`src/rtl/axis_debug_slip_deframer.sv`:
```
// SLIP deframer feeding the debug AXIS chain through a commit/rollback FIFO.
// Define AXIS_DEBUG_SLIP_STATS_EN to add saturating frame/error/overflow counters.
module axis_debug_slip_deframer #(
    parameter int unsigned FIFO_DEPTH  = 16,
    parameter int unsigned SYNC_ON_RST = 1
) (
    input  logic        i_clk,
    input  logic        i_rst,
    input  logic        i_rx_valid,
    input  logic [7:0]  i_rx_data,
    output logic        o_m_axis_tvalid,
    input  logic        i_m_axis_tready,
    output logic [7:0]  o_m_axis_tdata,
    output logic        o_m_axis_tlast,
    output logic        o_frame_error,
    output logic        o_overflow
`ifdef AXIS_DEBUG_SLIP_STATS_EN
    ,
    output logic [15:0] o_frame_count,
    output logic [15:0] o_error_count,
    output logic [15:0] o_overflow_count
`endif
);

    localparam int unsigned AW = $clog2(FIFO_DEPTH);
    localparam int unsigned PW = AW + 1;
    localparam logic [PW-1:0] DEPTH_P = PW'(FIFO_DEPTH);
    localparam logic [7:0] SLIP_END     = 8'hC0;
    localparam logic [7:0] SLIP_ESC     = 8'hDB;
    localparam logic [7:0] SLIP_ESC_END = 8'hDC;
    localparam logic [7:0] SLIP_ESC_ESC = 8'hDD;

    typedef enum logic [1:0] {
        ST_SYNC,
        ST_IN_FRAME,
        ST_ESCAPE,
        ST_DISCARD
    } state_t;

    state_t          state_q, state_d;
    logic [PW-1:0]   rd_q, wr_spec_q, wr_spec_d, wr_commit_q, wr_commit_d;
    logic [7:0]      hold_q, hold_d;
    logic            hold_vld_q, hold_vld_d;
    logic [8:0]      mem_q [FIFO_DEPTH];

    logic            full;
    logic            load, end_in, rollback;
    logic [7:0]      data_in;
    logic            wr_en, commit;
    logic            ferr_d, ovf_d;
    logic            tvalid, pop;

    assign tvalid = (rd_q != wr_commit_q);
    assign pop    = tvalid && i_m_axis_tready;
    assign o_m_axis_tvalid = tvalid;

    always_comb begin
        o_m_axis_tlast = 1'b0;
        o_m_axis_tdata = '0;
        if (tvalid) begin
            {o_m_axis_tlast, o_m_axis_tdata} = mem_q[rd_q[AW-1:0]];
        end
    end

    always_comb begin
        state_d     = state_q;
        hold_d      = hold_q;
        hold_vld_d  = hold_vld_q;
        wr_spec_d   = wr_spec_q;
        wr_commit_d = wr_commit_q;
        load        = 1'b0;
        end_in      = 1'b0;
        rollback    = 1'b0;
        data_in     = '0;
        wr_en       = 1'b0;
        commit      = 1'b0;
        ferr_d      = 1'b0;
        ovf_d       = 1'b0;
        // Uses rd before any same-cycle pop, so full is conservative.
        full        = ((wr_spec_q - rd_q) == DEPTH_P);

        if (i_rx_valid) begin
            unique case (state_q)
                ST_SYNC: begin
                    if (i_rx_data == SLIP_END) state_d = ST_IN_FRAME;
                end
                ST_IN_FRAME: begin
                    if (i_rx_data == SLIP_END) begin
                        end_in = 1'b1;
                    end else if (i_rx_data == SLIP_ESC) begin
                        state_d = ST_ESCAPE;
                    end else begin
                        load    = 1'b1;
                        data_in = i_rx_data;
                    end
                end
                ST_ESCAPE: begin
                    if (i_rx_data == SLIP_ESC_END) begin
                        load    = 1'b1;
                        data_in = SLIP_END;
                        state_d = ST_IN_FRAME;
                    end else if (i_rx_data == SLIP_ESC_ESC) begin
                        load    = 1'b1;
                        data_in = SLIP_ESC;
                        state_d = ST_IN_FRAME;
                    end else begin
                        ferr_d   = 1'b1;
                        rollback = 1'b1;
                        state_d  = (i_rx_data == SLIP_END) ? ST_IN_FRAME : ST_DISCARD;
                    end
                end
                ST_DISCARD: begin
                    if (i_rx_data == SLIP_END) state_d = ST_IN_FRAME;
                end
                default: state_d = ST_SYNC;
            endcase
        end

        // Hold byte is flushed into the FIFO by the next data byte or END.
        if ((load || end_in) && hold_vld_q) begin
            if (full) begin
                ovf_d    = 1'b1;
                rollback = 1'b1;
                state_d  = ST_DISCARD;
            end else begin
                wr_en  = 1'b1;
                commit = end_in;
            end
        end

        if (rollback) begin
            wr_spec_d  = wr_commit_q;
            hold_vld_d = 1'b0;
        end else if (wr_en) begin
            wr_spec_d = wr_spec_q + PW'(1);
            if (commit) begin
                wr_commit_d = wr_spec_q + PW'(1);
                hold_vld_d  = 1'b0;
            end else begin
                hold_d = data_in;
            end
        end else if (load) begin
            hold_d     = data_in;
            hold_vld_d = 1'b1;
        end
    end

    always_ff @(posedge i_clk) begin
        if (wr_en) begin
            mem_q[wr_spec_q[AW-1:0]] <= {commit, hold_q};
        end
    end

    always_ff @(posedge i_clk or posedge i_rst) begin
        if (i_rst) begin
            state_q       <= (SYNC_ON_RST != 0) ? ST_SYNC : ST_IN_FRAME;
            rd_q          <= '0;
            wr_spec_q     <= '0;
            wr_commit_q   <= '0;
            hold_q        <= '0;
            hold_vld_q    <= 1'b0;
            o_frame_error <= 1'b0;
            o_overflow    <= 1'b0;
        end else begin
            state_q       <= state_d;
            wr_spec_q     <= wr_spec_d;
            wr_commit_q   <= wr_commit_d;
            hold_q        <= hold_d;
            hold_vld_q    <= hold_vld_d;
            o_frame_error <= ferr_d;
            o_overflow    <= ovf_d;
            if (pop) rd_q <= rd_q + PW'(1);
        end
    end

`ifdef AXIS_DEBUG_SLIP_STATS_EN
    always_ff @(posedge i_clk or posedge i_rst) begin
        if (i_rst) begin
            o_frame_count    <= '0;
            o_error_count    <= '0;
            o_overflow_count <= '0;
        end else begin
            if (commit && (o_frame_count != '1))    o_frame_count    <= o_frame_count + 16'd1;
            if (ferr_d && (o_error_count != '1))    o_error_count    <= o_error_count + 16'd1;
            if (ovf_d && (o_overflow_count != '1))  o_overflow_count <= o_overflow_count + 16'd1;
        end
    end
`endif

endmodule
```
`config.mk`:
```
export PLATFORM = sky130hd
export DESIGN_NAME = axis_debug_slip_deframer
export DESIGN_NICKNAME = d
export VERILOG_FILES = /design/src/rtl/axis_debug_slip_deframer.sv
export SDC_FILE = /design/constraint.sdc
export NUM_CORES = 1
export LEC_CHECK = 0
export CAP_MARGIN = 10
export CORE_ASPECT_RATIO = 1.5
export CORE_UTILIZATION = 39
export DETAILED_ROUTE_END_ITERATION = 10
export GPL_ROUTABILITY_DRIVEN = 0
export HOLD_SLACK_MARGIN = 0.12
export PLACE_DENSITY = 0.66
export SETUP_SLACK_MARGIN = 0.5
export SLEW_MARGIN = 10
export SYNTH_ARGS = -nofsm -noshare
export SYNTH_HDL_FRONTEND = slang
export SYNTH_SLANG_ARGS = --single-unit
export TNS_END_PERCENT = 20
```
`constraint.sdc`:
```
create_clock -name i_clk -period 5 [get_ports i_clk]
set_input_delay 1 -clock i_clk [delete_from_list [all_inputs] [get_ports i_clk]]
set_output_delay 1 -clock i_clk [all_outputs]
set_load 0.02 [all_outputs]
```
==> reports/metrics.yaml <==
run_status:
  outcome: "finished clean"
finish:
  drive_above_1_share: 0.211
  syn2layout_area_growth_pct: 15.3
  fin_cells: 721
  antenna_cells: 0
  finalNetCount: 480
clocking:
  clkSinkCount: 172
  cts_tree: "done"
  cts_buffers: 17
  cts.path.max_buffers: 2
  clkLatencyLatePin_ns: 0.43
  cts_root_buf: "clkbuf_16"
  cts_setup_buffers: 0
  cts.htree.levels: 4
  clk_pin_slew_ns: 0.06
floorplan:
  coreArea_mm2: 0.0185
  io_pins: 24
  die_w_um: 114
  rows: 61
  die_area_mm2: 0.0195
  die_y_um: 170
  initial_utilization: 0.398
placed_design:
  post-place-ws_ns: 0.907
  place_inst: 689
  portBuffers: 23
  dp.final_hpwl_mm: 10.8
setup_path:
  path_depth: 5
  timing.rr.end: "mem_q[3][2]"
  cp_max_fo: 16
  crit_arrival_ns: 3.23
  critPathCapture: "o_m_axis_tdata[3]"
  cp.required_ns: 4.00
  r2r_start: "rd_q[0]"
  r2r_slack_ns: 1.39
  path_buf_inv: 2
  crit_path_frequent_cell: "mux4_2"
  start_kind: "register"
  crit_type: "register to primary output"
  slowest_stage: "dfrtp_4"
  crit_path_cell_trace: "buf_4 > mux4_2 > mux4_2 > nor2b_1 > clkdlybuf4s50_1"
  slowest_delay_ns: 0.62
  crit_family: "multiplexers"
  cp-end-kind: "primary output"
  rr_worst_depth: 8
  crit_start: "rd_q[0]"
synthesis:
  synth_nets: 447
  yosys_register_bits: 172
  synth.top_cells.by_area: "edfxtp_1, mux4_2, dfrtp_1"
  async_flop_share: 0.163
  synth_ff_type: "edfxtp_1"
  avgSynthCellArea_um2: 17.4
  synth_area_mm2: 0.00738
  yosysWarnings: 0
  synth-seq-area-share: 0.681
  synth_top_area_frac: 0.586
  synth_cells: 424
  synth_edf_count: 144
  synth_cell_types: 50
  synth_top_cell_by_area: "edfxtp_1"
sta:
  slew_violations: 0
  tns_ns: 0
  rsz0062_at_grt: "false"
  min_period_ns: 4.23
  timing.final.hold_violations: 0
  worst_pin_slew_ns: 0.971
  period_share: 0.846
  skew_ns: 0.0108
  fin_ws_ns: 0.768
  whs_ns: 0.591
  relSlewSlack: 0.348
  max_freq_mhz: 236
  finalSetupViolations: 0
global_route:
  antenna_found_initial: 0
  grt_pass1_vias: 4090
  grt_max_degree: 38
  overflow: 0
  track_usage: 0.181
  grt_pass1_wl_mm: 25.0
pwr:
  power.total_w: 0.00478
  ir_drop_uv: 199
  p_leak_nw: 2.92
  power_density_mw_per_mm2: 562
route:
  ant_nets: 0
  post-route-drc-count: 0
  avgViaCountPerCell: 5.40
  vias: 3891
  drt_wl_total_mm: 15.9
  firstDrtPassIters: 5
  wl_per_cell_um: 22.0
  drt_iter0_drc: 261
flow_run:
  timing.max_cap.violations: 0
worst_hold_path:
  hold_path.class: "register to register"
[Yosys cell counts, types with 5 or more instances]
library cell / n
mux2_2: 7
mux4_2: 45
nor3_1: 6
inv_1: 17
nand2_1: 23
and3_1: 19
edfxtp_1: 144
o21ai_0: 8
ha_1: 11
nor2b_1: 15
nor2_1: 12
xor2_1: 5
a21oi_1: 8
dfrtp_1: 28
nand3_1: 5
clkbuf_1: 10
xnor2_1: 9
nand4_1: 5
[metrics by stage]
| stage | util | cell area, um^2 |
|---|---|---|
| after global placement | 0.426 | 7890 |
| final | 0.459 | 8510 |
| after CTS | 0.457 | 8480 |
| after detailed placement | 0.426 | 7890 |
| after floorplan | - | 7380 |
| after global routing | 0.459 | 8510 |
[worst min-delay path by stage]
stage,start,endpoint,slack [ns],depth (start not counted)
after floorplan,wr_commit_q[4],wr_spec_q[4],0.52,1
final,rd_q[2],rd_q[2],0.59,1
after detailed placement,rd_q[2],rd_q[2],0.58,1
after global placement,rd_q[2],rd_q[2],0.58,1
after global routing,rd_q[2],rd_q[2],0.64,1
after CTS,rd_q[2],rd_q[2],0.60,1
[final cells by class]
class | instances | area [um^2]
multi-input combinational | 217 | 2200
fill | 1581 | 10000
clock buffer | 17 | 425
clock inverter | 14 | 158
tap | 252 | 315
inverter | 18 | 67.6
timing repair buffer | 31 | 310
sequential | 172 | 5030
[cell usage in the layout, fill, tap and decap left out, types with 2 or more instances in the layout]
cell type        netlist  final
edfxtp_1             144    144
mux4_2                45     45
dfrtp_1               28     27
nand2_1               23     23
clkdlybuf4s50_1        0     23
and3_1                19     19
clkbuf_16              0     17
inv_1                 17     16
nor2b_1               15     15
nor2_1                12     12
ha_1                  11     11
xnor2_1                9      9
a21oi_1                8      8
o21ai_0                8      8
mux2_2                 7      7
buf_4                  1      7
nor3_1                 6      6
inv_6                  0      6
nand4_1                5      5
nand3_1                5      5
xor2_1                 5      5
nand2b_1               3      3
o211ai_1               3      3
a31oi_1                3      3
and2_1                 3      3
nor4_1                 2      2
a21o_1                 2      2
a31o_2                 2      2
a221oi_1               2      2
clkinv_1               0      2
bufinv_16              0      2
clkinv_4               0      2
[kinds of logic after synthesis]
kind of cell,share of synthesized area
compound gates,0.0370
xor+xnor,0.0198
fa+ha+maj,0.0187
buf+inv,0.0207
flops,0.681
mux,0.149
simple gates,0.0736
[routing by layer]
layer | global-route usage | vias up | wire (um)
met4 | 0.0632 | 0 | 308
li1 | - | 1740 | -
met1 | 0.205 | 2039 | 5940
met2 | 0.337 | 92 | 9020
met5 | 0 | - | 0
met3 | 0.0356 | 20 | 583
[power breakdown]
| part | leakage (nW) | switching [W] | total [W] | internal (W) |
|---|---|---|---|---|
| registers | 1.60 | 0.000261 | 0.00199 | 0.00173 |
| clock network | 0.285 | 0.000558 | 0.00130 | 0.000745 |
| logic | 1.03 | 0.000715 | 0.00149 | 0.000773 |
[what timing repair did]
item,4_1_cts,5_1_grt
resized for setup,0,1
hold buffers,0,0
setup endpoints to repair,0,1
hold endpoints to repair,0,0
[state kept, by name, indices dropped and copies added (netlist names)]
| signal | count |
|---|---|
| hold_q | 8 |
| hold_vld_q | 1 |
| mem_q | 144 |
| o_frame_error | 1 |
| o_overflow | 1 |
| rd_q | 5 |
| state_q | 2 |
| wr_commit_q | 5 |
| wr_spec_q | 5 |
(Power assumes the default switching activity.)
